$ cat config.mk
export PLATFORM = sky130hd
export DESIGN_NAME = equalizer_sdiv_22s_16s_16_seq
export DESIGN_NICKNAME = d
export VERILOG_FILES = /design/src/rtl/equalizer_sdiv_pkg.sv /design/src/rtl/equalizer_sdiv_step.sv /design/src/rtl/equalizer_sdiv_22s_16s_16_seq.sv
export SDC_FILE = /design/constraint.sdc
export NUM_CORES = 1
export LEC_CHECK = 0
export ABC_AREA = 0
export CORE_MARGIN = 4
export CORE_UTILIZATION = 55
export DETAILED_ROUTE_END_ITERATION = 8
export PLACE_DENSITY_LB_ADDON = 0.12
export SLEW_MARGIN = 20
export SYNTH_ARGS = -nofsm -noshare
export SYNTH_HDL_FRONTEND = slang
export SYNTH_SLANG_ARGS = --single-unit
$ cat constraint.sdc
create_clock -name clk -period 5.6 [get_ports clk]
set_input_delay 0.56 -clock clk [delete_from_list [all_inputs] [get_ports clk]]
set_output_delay 0.56 -clock clk [all_outputs]
set_load 0.01 [all_outputs]
$ cat src/rtl/equalizer_sdiv_pkg.sv
// Shared types, widths and helpers for the equalizer's sequential signed divider.
package equalizer_sdiv_pkg;

  localparam int DW_DEF  = 22;
  localparam int DVW_DEF = 16;
  localparam int QW_DEF  = 16;

  localparam int CNT_W = $clog2(DW_DEF);
  localparam int Q_MAX = (2 ** (QW_DEF - 1)) - 1;
  localparam int Q_MIN = -(2 ** (QW_DEF - 1));

  typedef enum logic [1:0] {
    S_IDLE,
    S_CALC,
    S_DONE
  } state_t;

  // One extra bit so that the magnitude of the most negative value is exact.
  function automatic logic [DW_DEF:0] abs_ext(input logic signed [DW_DEF-1:0] v);
    logic signed [DW_DEF:0] x;
    x = {v[DW_DEF-1], v};
    return x[DW_DEF] ? -x : x;
  endfunction

endpackage

$ cat src/rtl/equalizer_sdiv_step.sv
// One radix-2 restoring division step: shift in a dividend bit, compare, subtract.
module equalizer_sdiv_step #(
  parameter int PW = 17,
  parameter int MW = 17
) (
  input  logic [PW-1:0] rem_in,
  input  logic          bit_in,
  input  logic [MW-1:0] div_mag,
  output logic [PW-1:0] rem_out,
  output logic          q_bit
);

  logic [PW:0] shifted;

  always_comb begin
    shifted = {rem_in, bit_in};
    q_bit   = (shifted >= (PW+1)'(div_mag));
    rem_out = q_bit ? PW'(shifted - (PW+1)'(div_mag)) : PW'(shifted);
  end

endmodule

$ cat src/rtl/equalizer_sdiv_22s_16s_16_seq.sv
// Sequential signed divider (22s / 16s -> 16s quotient), one quotient bit per cycle.
// Build option: define EQ_SDIV_SATURATE_EN to clamp overflowing quotients instead of wrapping.
module equalizer_sdiv_22s_16s_16_seq
  import equalizer_sdiv_pkg::*;
#(
  parameter int DIVIDEND_WIDTH = DW_DEF,
  parameter int DIVISOR_WIDTH  = DVW_DEF,
  parameter int QUOTIENT_WIDTH = QW_DEF
) (
  input  logic                              clk,
  input  logic                              reset,
  input  logic                              ce,
  input  logic                              start,
  input  logic signed [DIVIDEND_WIDTH-1:0]  din0,
  input  logic signed [DIVISOR_WIDTH-1:0]   din1,
  output logic                              ready,
  output logic                              dout_vld,
  output logic signed [QUOTIENT_WIDTH-1:0]  dout,
  output logic signed [DIVISOR_WIDTH-1:0]   rem,
  output logic                              div_zero,
  output logic                              ovf
);

  localparam int PW = DIVISOR_WIDTH + 1;
  localparam logic signed [DIVIDEND_WIDTH:0] QMAX_X = (DIVIDEND_WIDTH+1)'(Q_MAX);
  localparam logic signed [DIVIDEND_WIDTH:0] QMIN_X = (DIVIDEND_WIDTH+1)'(Q_MIN);
  localparam logic signed [QUOTIENT_WIDTH-1:0] QMAX_W = QUOTIENT_WIDTH'(Q_MAX);
  localparam logic signed [QUOTIENT_WIDTH-1:0] QMIN_W = QUOTIENT_WIDTH'(Q_MIN);

  state_t state, next_state;

  logic [CNT_W-1:0]          cnt;
  logic [DIVIDEND_WIDTH-1:0] work;
  logic [PW-1:0]             dvs_mag;
  logic [PW-1:0]             prem;
  logic                      sign0, sign1, dz;

  logic [PW-1:0] step_rem;
  logic          step_q;

  logic                               q_neg, q_ovf;
  logic signed [DIVIDEND_WIDTH:0]     q_ext, q_sgn;
  logic signed [QUOTIENT_WIDTH-1:0]   dout_n;
  logic signed [DIVISOR_WIDTH-1:0]    rem_n;

  // The work register starts as the dividend magnitude and fills with quotient bits from the bottom.
  equalizer_sdiv_step #(.PW(PW), .MW(PW)) u_step (
    .rem_in (prem),
    .bit_in (work[DIVIDEND_WIDTH-1]),
    .div_mag(dvs_mag),
    .rem_out(step_rem),
    .q_bit  (step_q)
  );

  always_ff @(posedge clk) begin
    if (reset) state <= S_IDLE;
    else if (ce) state <= next_state;
  end

  always_comb begin
    next_state = state;
    ready      = 1'b0;
    case (state)
      S_IDLE: begin
        ready = 1'b1;
        if (start) next_state = S_CALC;
      end
      S_CALC: if (cnt == CNT_W'(DIVIDEND_WIDTH - 1)) next_state = S_DONE;
      S_DONE: next_state = S_IDLE;
      default: next_state = S_IDLE;
    endcase
  end

  // Sign correction and overflow detection on the finished magnitudes.
  always_comb begin
    q_neg  = sign0 ^ sign1;
    q_ext  = {1'b0, work};
    q_sgn  = q_neg ? -q_ext : q_ext;
    q_ovf  = (q_sgn > QMAX_X) || (q_sgn < QMIN_X);
    rem_n  = dz ? '0 : DIVISOR_WIDTH'(sign0 ? -prem : prem);
    dout_n = QUOTIENT_WIDTH'(q_sgn);
    if (dz) begin
      dout_n = sign0 ? QMIN_W : QMAX_W;
    end
`ifdef EQ_SDIV_SATURATE_EN
    else if (q_ovf) begin
      dout_n = q_neg ? QMIN_W : QMAX_W;
    end
`endif
  end

  always_ff @(posedge clk) begin
    if (reset) begin
      cnt      <= '0;
      work     <= '0;
      dvs_mag  <= '0;
      prem     <= '0;
      sign0    <= 1'b0;
      sign1    <= 1'b0;
      dz       <= 1'b0;
      dout_vld <= 1'b0;
      dout     <= '0;
      rem      <= '0;
      div_zero <= 1'b0;
      ovf      <= 1'b0;
    end else if (ce) begin
      dout_vld <= 1'b0;
      case (state)
        S_IDLE: begin
          if (start) begin
            work    <= DIVIDEND_WIDTH'(abs_ext(din0));
            dvs_mag <= PW'(abs_ext(DIVIDEND_WIDTH'(din1)));
            sign0   <= din0[DIVIDEND_WIDTH-1];
            sign1   <= din1[DIVISOR_WIDTH-1];
            dz      <= (din1 == '0);
            prem    <= '0;
            cnt     <= '0;
          end
        end
        S_CALC: begin
          prem <= step_rem;
          work <= {work[DIVIDEND_WIDTH-2:0], step_q};
          cnt  <= cnt + CNT_W'(1);
        end
        S_DONE: begin
          dout_vld <= 1'b1;
          dout     <= dout_n;
          rem      <= rem_n;
          div_zero <= dz;
          ovf      <= dz | q_ovf;
        end
        default: ;
      endcase
    end
  end

endmodule
* Word-level counts from Yosys, hierarchy flattened
Index checks and enable logic that the tools add are counted.
Word-level totals: ROM bits 0, flip-flop bits (word level) 101, word-level logic and storage cells 56, memories 0, latch bits 0, output and inout bits 36, RAM bits 0
Operators by class: div/mod/pow operators 0, mux-type cells 19, multiply operators 0, shift-type cells 0, equality and inequality tests 5, reductions and logical operators 8, $add $sub $neg 6, bitwise gates (word level) 2, $lt $le $gt $ge 3
Operators by type and width (number):
- $mux W16 | 4
- $mux W17 | 3
- $mux W22 | 2
- $pmux W22 S2 | 1
- $pmux W17 S2 | 1
- $gt A23 B16 Y1 const B | 1
- $lt A23 B16 Y1 const B | 1
- $mux W23 | 1
- $neg A22 Y23 | 1
- $neg A22 Y22 | 1
- $ge A18 B17 Y1 | 1
- $neg A16 Y17 | 1
- $sub A17 B17 Y17 | 1
- $logic_not A16 Y1 | 1
- $neg A16 Y16 | 1
- $pmux W5 S2 | 1
- $reduce_and A3 Y1 | 3
- $add A5 B1 Y5 const B | 1
- $eq A5 B5 Y1 const B | 1
- $mux W5 | 1
- $mux W2 | 2
- $ne A2 B2 Y1 const B | 2
- $pmux W2 S2 | 1
- $eq A2 B1 Y1 const B | 1
- other kinds (8) | 9

* Depth between registers and ports, before layout
Gate-level depths: netlist of the first run.
depth in word-level cells 5, depth in mapped cells 14

* Modules after synthesis
Synthesis of the first run repeated with hierarchy kept, for this count alone.
Unflattened totals: cells, all modules 890, area, all modules 6914.1 um^2
Modules (own cells, without submodules):
- equalizer_sdiv_22s_16s_16_seq | instances 1, area each 5731.7 um^2, cells each 738
- equalizer_sdiv_step | instances 1, area each 1182.4 um^2, cells each 152

* Worst setup path after synthesis of the first run
OpenSTA, ideal clock, no wires.
kind reg-to-reg, start reg work[21], end reg work[0], setup slack 2.441 ns, library setup time 0.128 ns, data required time 5.472 ns, buffers on the path 2, data arrival time 3.031 ns, stages on the path, launching flop included 15, cells stage by stage dfxtp_1 -> inv_1 -> ha_1 -> inv_1 -> fa_1 -> a21o_1 -> a311o_1 -> a2111oi_4 -> nor3_1 -> nor3_4 -> o21ai_1 -> buf_6 -> buf_6 -> a222oi_1 -> nor2_1
On the way: cells in the longest elaborated chain, start to end 2
Ends and longest elaborated chain:
- start: declaration | line equalizer_sdiv_22s_16s_16_seq.sv:33 | logic [DIVIDEND_WIDTH-1:0] work;
- start signal: assignment | line equalizer_sdiv_22s_16s_16_seq.sv:111 | work <= DIVIDEND_WIDTH'(abs_ext(din0));
- start signal: assignment | line equalizer_sdiv_22s_16s_16_seq.sv:122 | work <= {work[DIVIDEND_WIDTH-2:0], step_q};
- $ge A18 B17 Y1 | line equalizer_sdiv_step.sv:17 | q_bit = (shifted >= (PW+1)'(div_mag));
- $pmux W22 S2 | line equalizer_sdiv_22s_16s_16_seq.sv:108 | case (state)
Every way passes these cells. A chain may end at the register's enable or synchronous reset.

* Worst setup path after layout of the first run
Ends and elaborated chain as after synthesis.

==> results of run 1 <==
## routing by layer
metal  up-vias  track usage [%]  wire length [um]
li1       3138                -                 -
met5         -                0                 0
met3         9             3.78               989
met2       204             36.8              6790
met4         0             5.88               136
met1      2852             37.5              8330
## area by class of cell
cell class | count | area share (%)
multi-input combinational | 658 | 54.2
sequential | 101 | 26.7
timing repair buffer | 84 | 10.8
clock buffer | 10 | 3.16
tap | 143 | 2.36
inverter | 36 | 1.78
clock inverter | 6 | 0.991
## cell families after synthesis
group	count (synthesis)	share of synthesized area, %
compound gates	240	24.7
fa+ha+maj	24	4.76
mux	16	2.48
xor+xnor	68	9.21
buf+inv	87	5.30
simple gates	310	22.2
flops	101	31.3
## flip-flops by register name (all words and copies together), names as in the netlist
| name | flops |
|---|---|
| ovf | 1 |
| sign1 | 1 |
| div_zero | 1 |
| prem | 17 |
| sign0 | 1 |
| dout_vld | 1 |
| dz | 1 |
| work | 22 |
| state | 2 |
| rem | 16 |
| dout | 16 |
| cnt | 5 |
| dvs_mag | 17 |
## cells in the final DEF, fill, tap and decap left out, types with 7 or more instances in the layout
master | netlist | layout
xor2_1 | 27 | 27
o21ai_1 | 28 | 27
a21oi_1 | 68 | 68
a221oi_1 | 8 | 8
nand3_1 | 20 | 20
nand4_1 | 9 | 9
ha_1 | 23 | 23
a22oi_1 | 14 | 14
o211ai_1 | 8 | 8
clkbuf_16 | 0 | 9
inv_1 | 33 | 33
xnor2_1 | 41 | 41
or3_1 | 13 | 13
clkdlybuf4s50_1 | 0 | 76
dfxtp_1 | 101 | 101
mux2i_1 | 16 | 16
o21ai_0 | 25 | 25
nor3_1 | 26 | 26
nor2_1 | 95 | 95
buf_4 | 0 | 7
nand2_1 | 102 | 102
a211oi_1 | 19 | 19
o31ai_1 | 16 | 16
o221ai_1 | 10 | 10
nand2b_1 | 9 | 9
## metrics by stage
| stage | area (um2) | utilization (%) |
|---|---|---|
| after floorplan | 6470 | - |
| after global placement | 7260 | 63.3 |
| after detailed placement | 7260 | 63.3 |
| after CTS | 7570 | 66.0 |
| after global routing | 7570 | 66.0 |
| final | 7570 | 66.0 |
## power by group through the flow
| stage | combinational [mW] | clock [mW] | sequential (mW) |
|---|---|---|---|
| after floorplan | 0.525 | 0 | 0.787 |
| after CTS | 0.638 | 0.665 | 0.794 |
| after global placement | 0.624 | 0 | 0.808 |
| after global routing | 0.716 | 0.689 | 0.800 |
| final | 0.644 | 0.653 | 0.797 |
| after detailed placement | 0.633 | 0 | 0.811 |
## critical path, stage by stage, from the launching register on
cell,delay (ps)
dfxtp_1,360
inv_1,140
ha_1,190
inv_1,50
fa_1,400
a21o_1,220
a311o_1,410
a2111oi_4,320
nor3_1,170
nor3_4,270
o21ai_2,320
a222oi_1,440
nor2_1,80
## final timing paths
check	startpoint	end	slack, ps	cells after the start
min	dout[13]$_SDFFE_PP0P_	dout[13]$_SDFFE_PP0P_	450	2
max reg2reg	work[21]$_SDFFE_PP0P_	work[0]$_SDFFE_PP0P_	2080	12
max	work[21]$_SDFFE_PP0P_	work[0]$_SDFFE_PP0P_	2080	12
min reg2reg	dout[13]$_SDFFE_PP0P_	dout[13]$_SDFFE_PP0P_	450	2
==> impl_results.md, run 1 <==
* Outcome: complete, no violations
* Initial DRC Count at 419
* Top-count cell post-synth: nand2_1
* Nets in the synthesized netlist at just over 900
* Data required time at the worst endpoint at roughly 5800 ps
* Unrepaired setup endpoints after global routing: no
* Internal Pwr Total at between 1 and 1.5 mW
* Number of vias per cell after detailed routing at ~6
* Syn Area/Cell at around 7.6 um2
* Ant diodes at 0
* Share of async-settable or async-resettable flops after synthesis at 0%
* Number of cells in the design after placement at approximately 1000
* Max rail drop VDD at approximately 0.15 mV
* Psw at around 0.7 mW
* Clock root buffer: clkbuf_16
* Htree depth at 3
* Drt pass-1 iters at 6
* LEAKAGE at 2.78 nW
* Multi-input gate area in the final layout at around 4100 um2
* Max Clk Rate at around 280 MHz
* Clock period minus final worst setup slack at between 3000 and 4000 ps
* Switching Share at between 30% and 40%
* Chip width at 116 um
* Post-synthesis instance total at 846
* Worst hold-check path type: register to register
* Worst path arrival time at around 3700 ps
* Number of port buffers at 77
* Initial Utilization at a little under three fifths
* Final setup violating endpoints at 0
* Clock latency on the worst-skew pair at 340 ps
* Clock buffers created by TritonCTS at 9
* Share of synthesized area occupied by flip-flops and latches at between 30% and 40%
* Worst-case clock skew at a little under 10 ps
* Worst Setup Slack post-DPL at 2120 ps
* Number of non-filler instances in the completed layout at 1038
* Final-layout fill cell count at 992
* Die footprint at approximately 14000 um2
* Antenna violations before repair at 0
* Sequential standard cell area at around 2000 um2
* Register share of total power at a little under two fifths
* Std-Cell Rows at 39
* Final critical-path share of the clock period at around 63%
* Post_cts resized at 0
* CTS Hold Bufs at 0
* Final critical-path setup slack at about 2100 ps
* Number of register bits inferred by synthesis at ~100
* Synth warnings at 0
* Hold violation total from the final report at 0
* DRC violations left at 0
* CTS clk-pin slew, worst paths at around 70 ps
* Worst Path Class, Setup: register to register
* Clock Power Share at a little under a third
* Overall routed net length at 16.2 mm
* CTS Buffer Depth at 2
* Worst-path fanout max at 18
* Count of boundary I/O pins at 78
* Critical path endpoint category: register
* Via count of the first global-routing pass at 5732
* Overall track demand over capacity in global routing at about 25%
* Cell area power density at 277 nW/um2
* Buffer count from post-CTS setup fixing at 0
* Tightest Pin Transition at ~1100 ps
* Routed wire length per instance at around 16 um
* Overall power of the completed layout at between 2 and 2.5 mW
* CP Launch Type: register
* Biggest area contributors in the synthesized netlist: dfxtp_1 31%, nand2_1 5.9%, xnor2_1 5.6%, nor2_1 5.5%, a21oi_1 5.3%
* Sinks on Clock Net at roughly 100
* Last weighted congestion value of the routability-driven placer at roughly 0.90
* Post-synthesis to final-layout area growth at 17.1%
* Total standard cell area after synthesis at approximately 6500 um2
* Area leader, netlist: dfxtp_1
* Die boundary height at about 120 um
* Maximum number of pins on one net before global-route repair at 87
* Top flip-flop cell by instance count after synthesis: dfxtp_1
* Worst hold slack at ~450 ps
* Number of enable flip-flop cells after synthesis at 0
* Gate power share at a little under a third
* Worst relative slew slack at between 20 and 30%
* Setup total negative slack at 0 ps
* Max capacitance violation total at 0
* Share of layout cells above drive strength 1 at under 10%
* Final Max Tran Viols at 0
* Distinct cell type count after synthesis at between 60 and 70
* CTS tree: built
* Final global-route overflow total at 0
* Via count at about 6200
* Dpl hpwl at around 12 mm
* Global-route wire length before repair at approximately 27 mm
* Top-area cell type share of the netlist area at a little under a third
* Post-route antenna net violation count at 0
* Core Footprint at approximately 11000 um2
* Number of nets in the final layout at around 960
* Cell types with the highest counts after synthesis: 102 x nand2_1, 101 x dfxtp_1, 95 x nor2_1
Power figures use the tool's default switching activity.
==> run 2, diff against run 1 <==
- CORE_UTILIZATION: 55 -> 51
- clock period: 5.6 -> 3.15 ns (I/O delays scaled with it)
==> run 2 against run 1 <==
Effect of this change:
- worst setup slack worse by 1900 ps
- hold slack got worse by 0.53 ps
- power is 80% higher
- sequential share of layout area shrank 0.64 points
- sequential power up 77%
- sequential cell count did not move
- via count grew 2.0%
- combinational power is 100% higher
- fmax is 18% higher
- final cell count is 4.3% higher
- clock power is 61% higher
- largest cell class unchanged
==> impl_results.md, run 2 (same netlist as run 1, synthesis figures left out) <==
* Slowest stage delay, CP at 440 ps (about the same)
* Startpoint of the worst hold path: dout[7]$_SDFFE_PP0P_
* DRC violations left at 0 (unchanged)
* Max Clk Rate at 334 MHz (+18%)
* Worst hold slack at 452 ps (-0.529 ps)
* Clock root buffer: clkbuf_16
* Commonest cells after routing, fill and taps aside: 102 x nand2_1, 101 x dfxtp_1, 94 x nor2_1
* Number of cells in the design after placement at 1062 (+3.9%)
* Via count at 6326 (+2.0%)
* Worst-path fanout max at 9 (-9)
* Routed wire length per instance at 15.6 um (-0.36%)
* Critical path's slowest cell: a2111oi_4
* Critical path startpoint: work[21]$_SDFFE_PP0P_
* Setup total negative slack at 0 ps (unchanged)
* Htree depth at 3 (unchanged)
* Die boundary height at 121 um (+3.6%)
* Placed inst area at 7410 um2 (+2.1%)
* Outcome: complete, no violations
* Initial Utilization at 53.0% (-3.4 points)
* Drt pass-1 iters at 5 (-1)
* Post-route antenna net violation count at 0 (unchanged)
* Antenna violations before repair at 0 (unchanged)
* CTS Buffer Depth at 2 (unchanged)
* Clock period minus final worst setup slack at 2990 ps (-529 ps)
* Top Registers: work x22, dvs_mag x17, prem x17
* Register with the highest flop count: work
* Multi-input gate area in the final layout at 4150 um2 (+0.98%)
* Leading cell type in the layout, fill and taps excluded: nand2_1
* Dpl hpwl at 13.0 mm (+5.8%)
* Std-Cell Rows at 40 (+2.6%)
* Ant diodes at 0 (unchanged)
* Initial DRC Count at 557 (+33%)
* Final critical-path share of the clock period at 95.0% (+32 points)
* Post-synthesis to final-layout area growth at 20.0%
* Cell area power density at 487 nW/um2 (+76%)
* Die footprint at 14500 um2 (+7.3%)
* Number of nets in the final layout at 976 (+2.1%)
* Chip width at 121 um (+3.6%)
* Summed area of non-filler cells in the final layout at 7760 um2 (+2.5%)
* Maximum number of pins on one net before global-route repair at 46 (-47%)
* Final critical-path setup slack at 157 ps (-1920 ps)
* R2R Path Start: work[21]$_SDFFE_PP0P_
* CTS tree: built
* Final Max Tran Viols at 0 (unchanged)
* Max capacitance violation total at 0 (unchanged)
* Worst path arrival time at 3230 ps (-490 ps)
* LEAKAGE at 2.86 nW (+2.9%)
* Number of port buffers at 77 (unchanged)
* Core Footprint at 12200 um2 (+6.5%)
* Data required time at the worst endpoint at 3390 ps (-2410 ps)
* Sinks on Clock Net at 101 (unchanged)
* Unrepaired setup endpoints after global routing: no
* Overall routed net length at 16.9 mm (+4.0%)
* Overall power of the completed layout at 3.78 mW (+80%)
* Clock latency on the worst-skew pair at 340 ps (about the same)
* CTS Hold Bufs at 0 (unchanged)
* Worst hold-check path type: register to register
* Minimum setup slack among reg-to-reg paths at 160 ps (-1920 ps)
* Crit path max-delay family: compound AO/OA/AOI/OAI gates
* Count of boundary I/O pins at 78 (unchanged)
* Global-route wire length before repair at 28.0 mm (+1.9%)
* Final standard cell utilization of the core at 63.5% (-2.5 points)
* Number of non-filler instances in the completed layout at 1083 (+4.3%)
* CP Launch Type: register
* Worst Setup Slack post-DPL at 2.28 ps (-2110 ps)
* Hold violation total from the final report at 0 (unchanged)
* Worst relative slew slack at 38.4% (+9.8 points)
* Critical path endpoint category: register
* Clock buffers created by TritonCTS at 9 (unchanged)
* WP buf/inv at 3 (+1)
* Max rail drop VDD at 0.265 mV (+71%)
* Cell-by-cell trace of the critical path: inv_1 > ha_1 > inv_1 > fa_2 > a21o_1 > a311o_1 > a2111oi_4 > nor3_4 > nor3_4 > o21ai_4 > buf_4 > mux2i_1 > a22o_1
* Worst Path Class, Setup: register to register
* Final global-route overflow total at 0 (unchanged)
* Last weighted congestion value of the routability-driven placer at 0.907 (+0.38%)
* Worst-case clock skew at 7.37 ps (-2.23 ps)
* CTS clk-pin slew, worst paths at 70 ps (about the same)
* Via count of the first global-routing pass at 5668 (-1.1%)
* Max reg flops at 22 (unchanged)
* Final setup violating endpoints at 0 (unchanged)
* Number of vias per cell after detailed routing at 5.84 (-2.3%)
* Overall track demand over capacity in global routing at 23.4% (-1.4 points)
* Tightest Pin Transition at 923 ps (-144 ps)
* Final-layout fill cell count at 1141 (+15%)
* Sequential standard cell area at 2020 um2 (unchanged)
* Share of layout cells above drive strength 1 at 6.99% (+2.6 points)
[run 2: cell types whose count changed in the layout (fill, tap and decap cells not counted), sizes merged]
cell,delta
clkinv,+2
bufinv,-1
clkbuf,+1
clkinvlp,+2
inv,-4
buf,+20
[run 2: worst paths after layout]
check                    endpoint  depth (start not counted)
max reg2reg  prem[0]$_SDFFE_PP0P_                         13
min          dout[7]$_SDFFE_PP0P_                          2
min reg2reg  dout[7]$_SDFFE_PP0P_                          2
max          prem[0]$_SDFFE_PP0P_                         13
[run 2: metal layers]
layer	GRT usage, %	part of all wire, %	vias up
met5	0	0	-
met4	6.52	1.2	0
met3	2.76	7.0	14
met2	33.4	41	237
met1	36.5	51	2915
li1	-	-	3160
[run 2: layout make-up]
type,count,share of cell area [%]
Sequential cell,101,26.1
Clock buffer,11,3.13
Multi-Input combinational cell,658,53.4
Inverter,36,1.74
Tap cell,168,2.71
Clock inverter,5,0.468
Timing Repair Buffer,104,12.5
[run 2: worst reg2reg max path: stages, from the launching register on]
cell and delay (ps):
dfxtp_1 320, inv_1 70, ha_1 170, inv_1 60, fa_2 350, a21o_1 220, a311o_1 320, a2111oi_4 440
nor3_4 110, nor3_4 230, o21ai_4 130, buf_4 180, mux2i_1 110, a22o_1 190
[run 2: power breakdown]
group / internal [mW] / switching (mW) / total (mW)
registers: 1.33 / 0.0819 / 1.41
logic: 0.614 / 0.698 / 1.31
clock network: 0.558 / 0.494 / 1.05
total: 2.50 / 1.27 / 3.78
[run 2: what timing repair did]
item                       4_1_cts  5_1_grt
resized for setup                1        4
buffers inserted                 0        5
pin swaps                        0        4
setup endpoints to repair        1       12
